[src/rtl/multicycle_control_fsm_if.sv]
// Control bundle between the multicycle controller (master) and the shared datapath (slave).
// The master drives the memory, register-file, PC and ALU steering strobes.
interface multicycle_control_fsm_if #(
    parameter int unsigned OPCODE_W = 7
);
    logic [OPCODE_W-1:0] opcode;
    logic                alu_bcond;
    logic                mem_ready;
    logic                halt_req;

    logic                mem_read;
    logic                mem_write;
    logic                i_or_d;
    logic                ir_write;
    logic                reg_write;
    logic                mem_to_reg;
    logic                pc_write;
    logic                alu_src_a;
    logic [1:0]          alu_src_b;
    logic [1:0]          alu_op;
    logic                instr_done;
    logic                is_halted;

    modport master (
        input  opcode, alu_bcond, mem_ready, halt_req,
        output mem_read, mem_write, i_or_d, ir_write, reg_write, mem_to_reg, pc_write,
               alu_src_a, alu_src_b, alu_op, instr_done, is_halted
    );

    modport slave (
        output opcode, alu_bcond, mem_ready, halt_req,
        input  mem_read, mem_write, i_or_d, ir_write, reg_write, mem_to_reg, pc_write,
               alu_src_a, alu_src_b, alu_op, instr_done, is_halted
    );
endinterface

[src/rtl/multicycle_control_fsm.sv]
// Control FSM for the multicycle RISC-V core: sequences fetch, decode, execute, memory and
// write-back over a shared ALU and unified memory, stalling on mem_ready and parking on halt.
module multicycle_control_fsm #(
    parameter int unsigned OPCODE_W = 7
) (
    input logic                   clk,
    input logic                   reset,
    multicycle_control_fsm_if.master bus
);

    localparam logic [OPCODE_W-1:0] OpR     = OPCODE_W'(7'b0110011);
    localparam logic [OPCODE_W-1:0] OpI     = OPCODE_W'(7'b0010011);
    localparam logic [OPCODE_W-1:0] OpLoad  = OPCODE_W'(7'b0000011);
    localparam logic [OPCODE_W-1:0] OpStore = OPCODE_W'(7'b0100011);
    localparam logic [OPCODE_W-1:0] OpBr    = OPCODE_W'(7'b1100011);
    localparam logic [OPCODE_W-1:0] OpJal   = OPCODE_W'(7'b1101111);
    localparam logic [OPCODE_W-1:0] OpJalr  = OPCODE_W'(7'b1100111);
    localparam logic [OPCODE_W-1:0] OpSys   = OPCODE_W'(7'b1110011);

    localparam logic [1:0] SrcBReg  = 2'b00;
    localparam logic [1:0] SrcBFour = 2'b01;
    localparam logic [1:0] SrcBImm  = 2'b10;

    localparam logic [1:0] AluAdd   = 2'b00;
    localparam logic [1:0] AluBr    = 2'b01;
    localparam logic [1:0] AluRFn   = 2'b10;
    localparam logic [1:0] AluIFn   = 2'b11;

    typedef enum logic [3:0] {
        StFetch,
        StDecode,
        StExR,
        StExI,
        StExAddr,
        StMemRd,
        StMemWr,
        StWbAlu,
        StWbMem,
        StBrEx,
        StBrPc,
        StJmpLink,
        StJalPc,
        StJalrPc,
        StHalt
    } state_e;

    state_e state_q;
    logic   taken_q;

    always_ff @(posedge clk) begin
        if (reset) begin
            state_q <= StFetch;
            taken_q <= 1'b0;
        end else begin
            case (state_q)
                StFetch: begin
                    if (bus.mem_ready) state_q <= StDecode;
                end
                StDecode: begin
                    if (bus.opcode == OpR) begin
                        state_q <= StExR;
                    end else if (bus.opcode == OpI) begin
                        state_q <= StExI;
                    end else if (bus.opcode == OpLoad || bus.opcode == OpStore) begin
                        state_q <= StExAddr;
                    end else if (bus.opcode == OpBr) begin
                        state_q <= StBrEx;
                    end else if (bus.opcode == OpJal || bus.opcode == OpJalr) begin
                        state_q <= StJmpLink;
                    end else if (bus.opcode == OpSys && bus.halt_req) begin
                        state_q <= StHalt;
                    end else begin
                        state_q <= StFetch;
                    end
                end
                StExR, StExI: state_q <= StWbAlu;
                StExAddr: state_q <= (bus.opcode == OpLoad) ? StMemRd : StMemWr;
                StMemRd: begin
                    if (bus.mem_ready) state_q <= StWbMem;
                end
                StMemWr: begin
                    if (bus.mem_ready) state_q <= StFetch;
                end
                StWbAlu, StWbMem: state_q <= StFetch;
                StBrEx: begin
                    taken_q <= bus.alu_bcond;
                    state_q <= StBrPc;
                end
                StBrPc: state_q <= StFetch;
                StJmpLink: state_q <= (bus.opcode == OpJal) ? StJalPc : StJalrPc;
                StJalPc, StJalrPc: state_q <= StFetch;
                StHalt: state_q <= StHalt;
                default: state_q <= StFetch;
            endcase
        end
    end

    logic       mem_read;
    logic       mem_write;
    logic       i_or_d;
    logic       ir_write;
    logic       reg_write;
    logic       mem_to_reg;
    logic       pc_write;
    logic       alu_src_a;
    logic [1:0] alu_src_b;
    logic [1:0] alu_op;
    logic       instr_done;
    logic       is_halted;
    logic       decode_fallthru;

    // Anything ID does not dispatch (including a non-halting ecall) just steps PC by 4.
    always_comb begin
        decode_fallthru = !(bus.opcode == OpR || bus.opcode == OpI || bus.opcode == OpLoad ||
                            bus.opcode == OpStore || bus.opcode == OpBr || bus.opcode == OpJal ||
                            bus.opcode == OpJalr || (bus.opcode == OpSys && bus.halt_req));
    end

    always_comb begin
        mem_read   = 1'b0;
        mem_write  = 1'b0;
        i_or_d     = 1'b0;
        ir_write   = 1'b0;
        reg_write  = 1'b0;
        mem_to_reg = 1'b0;
        pc_write   = 1'b0;
        alu_src_a  = 1'b0;
        alu_src_b  = SrcBReg;
        alu_op     = AluAdd;
        instr_done = 1'b0;
        is_halted  = 1'b0;
        if (!reset) begin
            case (state_q)
                StFetch: begin
                    mem_read = 1'b1;
                    ir_write = bus.mem_ready;
                end
                StDecode: begin
                    if (decode_fallthru) begin
                        alu_src_b  = SrcBFour;
                        pc_write   = 1'b1;
                        instr_done = 1'b1;
                    end
                end
                StExR: begin
                    alu_src_a = 1'b1;
                    alu_op    = AluRFn;
                end
                StExI: begin
                    alu_src_a = 1'b1;
                    alu_src_b = SrcBImm;
                    alu_op    = AluIFn;
                end
                StExAddr: begin
                    alu_src_a = 1'b1;
                    alu_src_b = SrcBImm;
                end
                StMemRd: begin
                    mem_read = 1'b1;
                    i_or_d   = 1'b1;
                end
                StMemWr: begin
                    mem_write = 1'b1;
                    i_or_d    = 1'b1;
                    if (bus.mem_ready) begin
                        alu_src_b  = SrcBFour;
                        pc_write   = 1'b1;
                        instr_done = 1'b1;
                    end
                end
                StWbAlu, StWbMem: begin
                    reg_write  = 1'b1;
                    mem_to_reg = (state_q == StWbMem);
                    alu_src_b  = SrcBFour;
                    pc_write   = 1'b1;
                    instr_done = 1'b1;
                end
                StBrEx: begin
                    alu_src_a = 1'b1;
                    alu_op    = AluBr;
                end
                StBrPc: begin
                    alu_src_b  = taken_q ? SrcBImm : SrcBFour;
                    pc_write   = 1'b1;
                    instr_done = 1'b1;
                end
                StJmpLink: begin
                    alu_src_b = SrcBFour;
                end
                StJalPc, StJalrPc: begin
                    reg_write  = 1'b1;
                    alu_src_a  = (state_q == StJalrPc);
                    alu_src_b  = SrcBImm;
                    pc_write   = 1'b1;
                    instr_done = 1'b1;
                end
                StHalt: begin
                    is_halted = 1'b1;
                end
                default: begin
                    is_halted = 1'b0;
                end
            endcase
        end
    end

    assign bus.mem_read   = mem_read;
    assign bus.mem_write  = mem_write;
    assign bus.i_or_d     = i_or_d;
    assign bus.ir_write   = ir_write;
    assign bus.reg_write  = reg_write;
    assign bus.mem_to_reg = mem_to_reg;
    assign bus.pc_write   = pc_write;
    assign bus.alu_src_a  = alu_src_a;
    assign bus.alu_src_b  = alu_src_b;
    assign bus.alu_op     = alu_op;
    assign bus.instr_done = instr_done;
    assign bus.is_halted  = is_halted;

endmodule

[src/flat_wrapper.sv]
// flat-port wrapper written by rule: the top's interface ports become plain ports
module multicycle_control_fsm_flat 
#(
    parameter int unsigned OPCODE_W = 7
)
  (clk, reset, bus_opcode, bus_alu_bcond, bus_mem_ready, bus_halt_req, bus_mem_read, bus_mem_write, bus_i_or_d, bus_ir_write, bus_reg_write, bus_mem_to_reg, bus_pc_write, bus_alu_src_a, bus_alu_src_b, bus_alu_op, bus_instr_done, bus_is_halted);
  multicycle_control_fsm_if #(.OPCODE_W(OPCODE_W)) bus_i ();
  input logic clk;
  input logic reset;
  input wire logic [$bits(bus_i.opcode)-1:0] bus_opcode;
  input wire logic [$bits(bus_i.alu_bcond)-1:0] bus_alu_bcond;
  input wire logic [$bits(bus_i.mem_ready)-1:0] bus_mem_ready;
  input wire logic [$bits(bus_i.halt_req)-1:0] bus_halt_req;
  output wire logic [$bits(bus_i.mem_read)-1:0] bus_mem_read;
  output wire logic [$bits(bus_i.mem_write)-1:0] bus_mem_write;
  output wire logic [$bits(bus_i.i_or_d)-1:0] bus_i_or_d;
  output wire logic [$bits(bus_i.ir_write)-1:0] bus_ir_write;
  output wire logic [$bits(bus_i.reg_write)-1:0] bus_reg_write;
  output wire logic [$bits(bus_i.mem_to_reg)-1:0] bus_mem_to_reg;
  output wire logic [$bits(bus_i.pc_write)-1:0] bus_pc_write;
  output wire logic [$bits(bus_i.alu_src_a)-1:0] bus_alu_src_a;
  output wire logic [$bits(bus_i.alu_src_b)-1:0] bus_alu_src_b;
  output wire logic [$bits(bus_i.alu_op)-1:0] bus_alu_op;
  output wire logic [$bits(bus_i.instr_done)-1:0] bus_instr_done;
  output wire logic [$bits(bus_i.is_halted)-1:0] bus_is_halted;
  assign bus_i.opcode = bus_opcode;
  assign bus_i.alu_bcond = bus_alu_bcond;
  assign bus_i.mem_ready = bus_mem_ready;
  assign bus_i.halt_req = bus_halt_req;
  assign bus_mem_read = bus_i.mem_read;
  assign bus_mem_write = bus_i.mem_write;
  assign bus_i_or_d = bus_i.i_or_d;
  assign bus_ir_write = bus_i.ir_write;
  assign bus_reg_write = bus_i.reg_write;
  assign bus_mem_to_reg = bus_i.mem_to_reg;
  assign bus_pc_write = bus_i.pc_write;
  assign bus_alu_src_a = bus_i.alu_src_a;
  assign bus_alu_src_b = bus_i.alu_src_b;
  assign bus_alu_op = bus_i.alu_op;
  assign bus_instr_done = bus_i.instr_done;
  assign bus_is_halted = bus_i.is_halted;
  multicycle_control_fsm #(.OPCODE_W(OPCODE_W)) u_core (.clk(clk), .reset(reset), .bus(bus_i));
endmodule
[config.mk]
export PLATFORM = sky130hd
export DESIGN_NAME = multicycle_control_fsm_flat
export DESIGN_NICKNAME = d
export VERILOG_FILES = /design/src/rtl/multicycle_control_fsm_if.sv /design/src/rtl/multicycle_control_fsm.sv /design/src/flat_wrapper.sv
export SDC_FILE = /design/constraint.sdc
export NUM_CORES = 1
export LEC_CHECK = 0
export BUFFER_PORTS_ARGS = -buffer_cell sky130_fd_sc_hd__buf_4
export CORE_ASPECT_RATIO = 0.9
export CORE_MARGIN = 2
export CORE_UTILIZATION = 40
export CTS_CLUSTER_DIAMETER = 200
export CTS_CLUSTER_SIZE = 24
export DETAILED_ROUTE_END_ITERATION = 10
export PLACE_DENSITY = 0.62
export SLEW_MARGIN = 20
export SYNTH_ARGS = -nofsm -noshare
export SYNTH_HDL_FRONTEND = slang
export SYNTH_SLANG_ARGS = --single-unit
[constraint.sdc]
create_clock -name clk -period 1.4 [get_ports clk]
set_input_delay 0.07 -clock clk [delete_from_list [all_inputs] [get_ports clk]]
set_output_delay 0.07 -clock clk [all_outputs]
set_load 0.03 [all_outputs]
# Yosys cells after proc, flatten, opt, wreduce, memory -nomap -nowiden
# Cells that the tools add are included.
# Widths: inputs -> output; s select.
[totals] ff_bits=5 input_bits=12
[classes] mux=39 n_reduce_logical=22 eq_ne=25
[op_table] operator="$mux 4" n=9
[op_table] operator="$pmux 4 s9" n=1
[op_table] operator="$eq 4x4->1 const B" n=7
[op_table] operator="$eq 7x7->1 const B" n=4
[op_table] operator="$mux 1" n=21
[op_table] operator="$eq 4x3->1 const B" n=4
[op_table] operator="$eq 7x6->1 const B" n=2
[op_table] operator="$reduce_or 4->1" n=3
[op_table] operator="$pmux 2 s5" n=1
[op_table] operator="$reduce_or 2->1" n=5
[op_table] operator="$logic_or 1x1->1" n=9
[op_table] operator="$eq 4x2->1 const B" n=2
[op_table] operator="$mux 2" n=4
[op_table] operator="$eq 7x2->1 const B" n=1
[op_table] operator="$eq 7x5->1 const B" n=1
[op_table] operator="$ne 2x2->1 const B" n=3
[op_table] operator="$pmux 2 s3" n=1
[op_table] operator="$reduce_or 5->1" n=1
[op_table] operator="$eq 4x1->1 const B" n=1
[op_table] operator="$logic_not 4->1" n=1
[op_table] operator="$pmux 1 s3" n=1
[op_table] operator="$reduce_and 3->1" n=1
[op_table] operator="$reduce_or 3->1" n=1
[op_table] operator="$pmux 1 s2" n=1
[op_table] operator="$logic_and 1x1->1" n=1

# Longest topological paths before layout
[depth] depth_word=11 ltp_mapped=6 ltp_nobuf=4

# Worst setup path before layout
# No wires, ideal clock.
[synth_timing] kind="reg2out" startpoint="register u_core.state_q[3]" endpoint="output port bus_pc_write" path_stages_with_launch=7 path_buffers=3 path_slack_ns=-0.453 t_arrival_ns=1.783 path_cell_list="dfxtp_1 buf_2 inv_1 clkbuf_1 nand3b_1 a31oi_1 buf_4"
[synth_between] elab_chain_cells=4
[synth_rtl] element="start: declaration" line="multicycle_control_fsm.sv:47" text="state_e state_q;"
[synth_rtl] element="start signal: assignment" line="multicycle_control_fsm.sv:52" text="state_q <= StFetch;"
[synth_rtl] element="start signal: assignment" line="multicycle_control_fsm.sv:57" text="if (bus.mem_ready) state_q <= StDecode;"
[synth_rtl] element="start signal: assignment" line="multicycle_control_fsm.sv:61" text="state_q <= StExR;"
[synth_rtl] element="$eq 4x3->1 / $eq 4x4->1 (equally long branches)"
[synth_rtl] element="$reduce_or 5->1 (no source line)"
[synth_rtl] element="$pmux 1 s3 (*)"
[synth_rtl] element="$mux 1 (*)"
[synth_rtl] element="end: declaration" line="flat_wrapper.sv:20" text="output wire logic [$bits(bus_i.pc_write)-1:0] bus_pc_write;"
# Every way passes the cells marked *; elsewhere a longest branch is shown, timed or not.

# Worst setup path in the final report
[layout_timing] startpoint="register u_core.state_q[1]" endpoint="output port bus_pc_write"
[layout_between] elab_chain_cells=4
[layout_rtl] element="$eq 4x3->1 / $eq 4x4->1 (equally long branches)" line="multicycle_control_fsm.sv:133" text="case (state_q)"
[layout_rtl] element="$reduce_or 5->1 (no source line)"
[layout_rtl] element="$pmux 1 s3 (*)" line="multicycle_control_fsm.sv:133"
[layout_rtl] element="$mux 1 (*)" line="multicycle_control_fsm.sv:132" text="if (!reset) begin"
# Marked as above.

==> metrics <==
Reg clk slew, reported paths 0.05 ns; fmax 573.4 MHz; # diodes 0; most frequent CP cell buf_6; core box area 1914 um2; pin count of the biggest net entering global routing 18; io pins 26; GPL Wtd Cong 0.8677; Max clock buf depth 2; TritonCTS Buffers 3; initial antenna violation count 0; gr busiest metal met2; Commonest cells post-synth o21ai_0 (11), nor2_1 (9), nand2_1 (8); Post-Syn Nets 133; LEAKAGE 0.6550 nW; worst hold start bus_alu_bcond; H-tree depth 1; clk sink count 5; Post-synth EDFFs 0; worst vdd ir 0.6070 mV; Syn-to-layout area delta 102.6%; top-count cell post-synth o21ai_0; Worst Max-Slew Pin Slew 0.4361 ns; total iterations of the first detailed-routing run 7; Setup CP Type reg -> out; Synth Cell Area 815.8 um2; Distinct cells, synth 43; via/cell ratio 6.300; Finished Layout Cells 203; placed cells 190; CTS tree done; final setup vio count 16; DRT antenna net count 0; Hold Path Class in -> reg; cell area power density 715.5 nW/um2; port bufs 25; post-synth top area cell dfxtp_1; max-slew violations 0; fill count 104; Synth area leaders dfxtp_1 (12%), o21ai_0 (6.7%), nand2b_1 (5.4%), nor3_1 (4.3%), nor2_1 (4.1%); GR Util met1 0.4034; synthesized instance count 121; setup ws final -0.3439 ns; Die ar. 2417 um2; ys async rst share 0; Setup crit end kind output port; Slew HR 0.7066; Yosys top cell area share 0.1227; CP Launch Type flop; cts hold-fix bufs 0; WP data required 1.33 ns; CTS root buf clkbuf_4; post-synthesis sequential area ratio 0.1227; Fin. Hold Viols 0; fin crit period 1.744 ns; CP peak stage delay 0.34 ns; setup slack at placement -0.08431 ns; failing checks setup timing; ratio of cells with drive above 1 in the final layout 0.6124; drt initial violations 60; period utilization 1.246; DR WL/cell 19.74 um; Final Skew 0.006679 ns; CP bufs+invs 2; Setup crit start u_core.state_q[1]; Syn Area/Cell 6.742 um2; synthesized flop and latch total 5; CP cell instances and2b_2 -> nand2_1 -> a211o_1 -> buf_6 -> a31oi_4 -> buf_6; M2 GR Usage 0.5256; number of global-route vias before repair 1136; status complete, but fails checks; Crit-path slowest cell dfxtp_2; Main synth FF type dfxtp_1; HPWL after DPL 2239 um; max cap viols 0; Worst EP arrival 1.67 ns; first-pass GRT wire length 5430 um; Nets 191; Yosys warnings 0; Skew-Pair Late Insertion Delay 0.26 ns; GRT overflow 0; total number of vias 1279; Reg2Reg Launch Point u_core.state_q[1]; starting density of the core 0.4261; Die Y 46.85 um; GRT Util Overall 0.3133; critical path's top delay family compound AO/OA/AOI/OAI gates; GRT met3 Usage 0.06051; final WL 4007 um; Die W 51.61 um; unrepaired setup endpoints after global routing yes; worst-path maximum fanout 5; DR DRC count 0; Row Count 15
layout by cell type, fill, tap and decap left out, types with 3 or more instances in the layout:
cell type	instances
buf_4	44
buf_6	17
nand2_1	8
o21ai_1	6
o21ai_0	6
nand2b_4	5
nor2_1	5
a21oi_1	5
nand3_1	4
nor3_4	3
inv_1	3
nor2b_1	3
nor3_2	3
nor2_2	3
clkbuf_4	3
buf_8	3
per-stage QoR:
| step | setup TNS [ns] | total power [mW] | instance area [um2] | util | hold WS (ns) |
|---|---|---|---|---|---|
| after CTS | -1.773 | 1.073 | 1551 | 0.8105 | 0.05803 |
| after floorplan | -0.2076 | 0.5161 | 918.4 | - | 0.2172 |
| after global routing | -3.519 | 1.238 | 1653 | 0.8634 | 0.07852 |
| after detailed placement | -0.2288 | 0.7567 | 1296 | 0.6771 | 0.3170 |
| final | -2.722 | 1.183 | 1653 | 0.8634 | 0.05698 |
| after global placement | -0.1259 | 0.7495 | 1296 | 0.6771 | 0.3083 |
worst paths after layout:
path | to | slack [ns] | depth (start not counted)
worst min register to register | u_core.taken_q | 0.59 | 2
worst max-delay path | bus_pc_write | -0.34 | 6
worst max register to register | u_core.state_q[3] | -0.17 | 6
worst min-delay path | u_core.taken_q | 0.06 | 3
worst min-delay path, cell delays in order:
cell     delay [ns]
buf_4          0.07
mux2i_1        0.05
nor2_1         0.07
layout make-up:
type | instances | area [um2] | area share
Sequential cell | 5 | 110.1 | 0.06662
Multi-Input combinational cell | 100 | 870.8 | 0.5269
Tap cell | 25 | 31.28 | 0.01893
Clock buffer | 4 | 26.28 | 0.01590
Timing Repair Buffer | 65 | 599.3 | 0.3626
Inverter | 4 | 15.01 | 0.009084
routing by layer:
| layer | share of wire | vias to the layer above |
|---|---|---|
| met1 | 0.39 | 620 |
| met4 | 0.035 | 0 |
| met3 | 0.067 | 17 |
| met5 | 0 | - |
| met2 | 0.50 | 73 |
| li1 | - | 569 |
sequential cells by signal, summed over array words and instances (netlist names):
signal and flops:
u_core.state_q 4, u_core.taken_q 1
repair_timing:
action | in CTS | in global routing
resized for setup | 40 | 20
setup buffers | 6 | 2
setup endpoints to repair | 12 | 17
pin swaps | 11 | 5
endpoints found under the hold margin | 0 | 0
gates cloned | 1 | 0
kinds of logic after synthesis:
kind of cell,Yosys count,synth area share
simple gates,57,0.4080
compound gates,40,0.3344
buf+inv,16,0.09967
flops,5,0.1227
mux,2,0.02454
xor+xnor,1,0.01074
power by group:
| group | internal, mW | switching (mW) |
|---|---|---|
| Sequential | 0.155 | 0.0169 |
| Combinational | 0.409 | 0.417 |
| Clock | 0.109 | 0.0754 |
| Total | 0.673 | 0.509 |
Power figures use the tool's default switching activity.
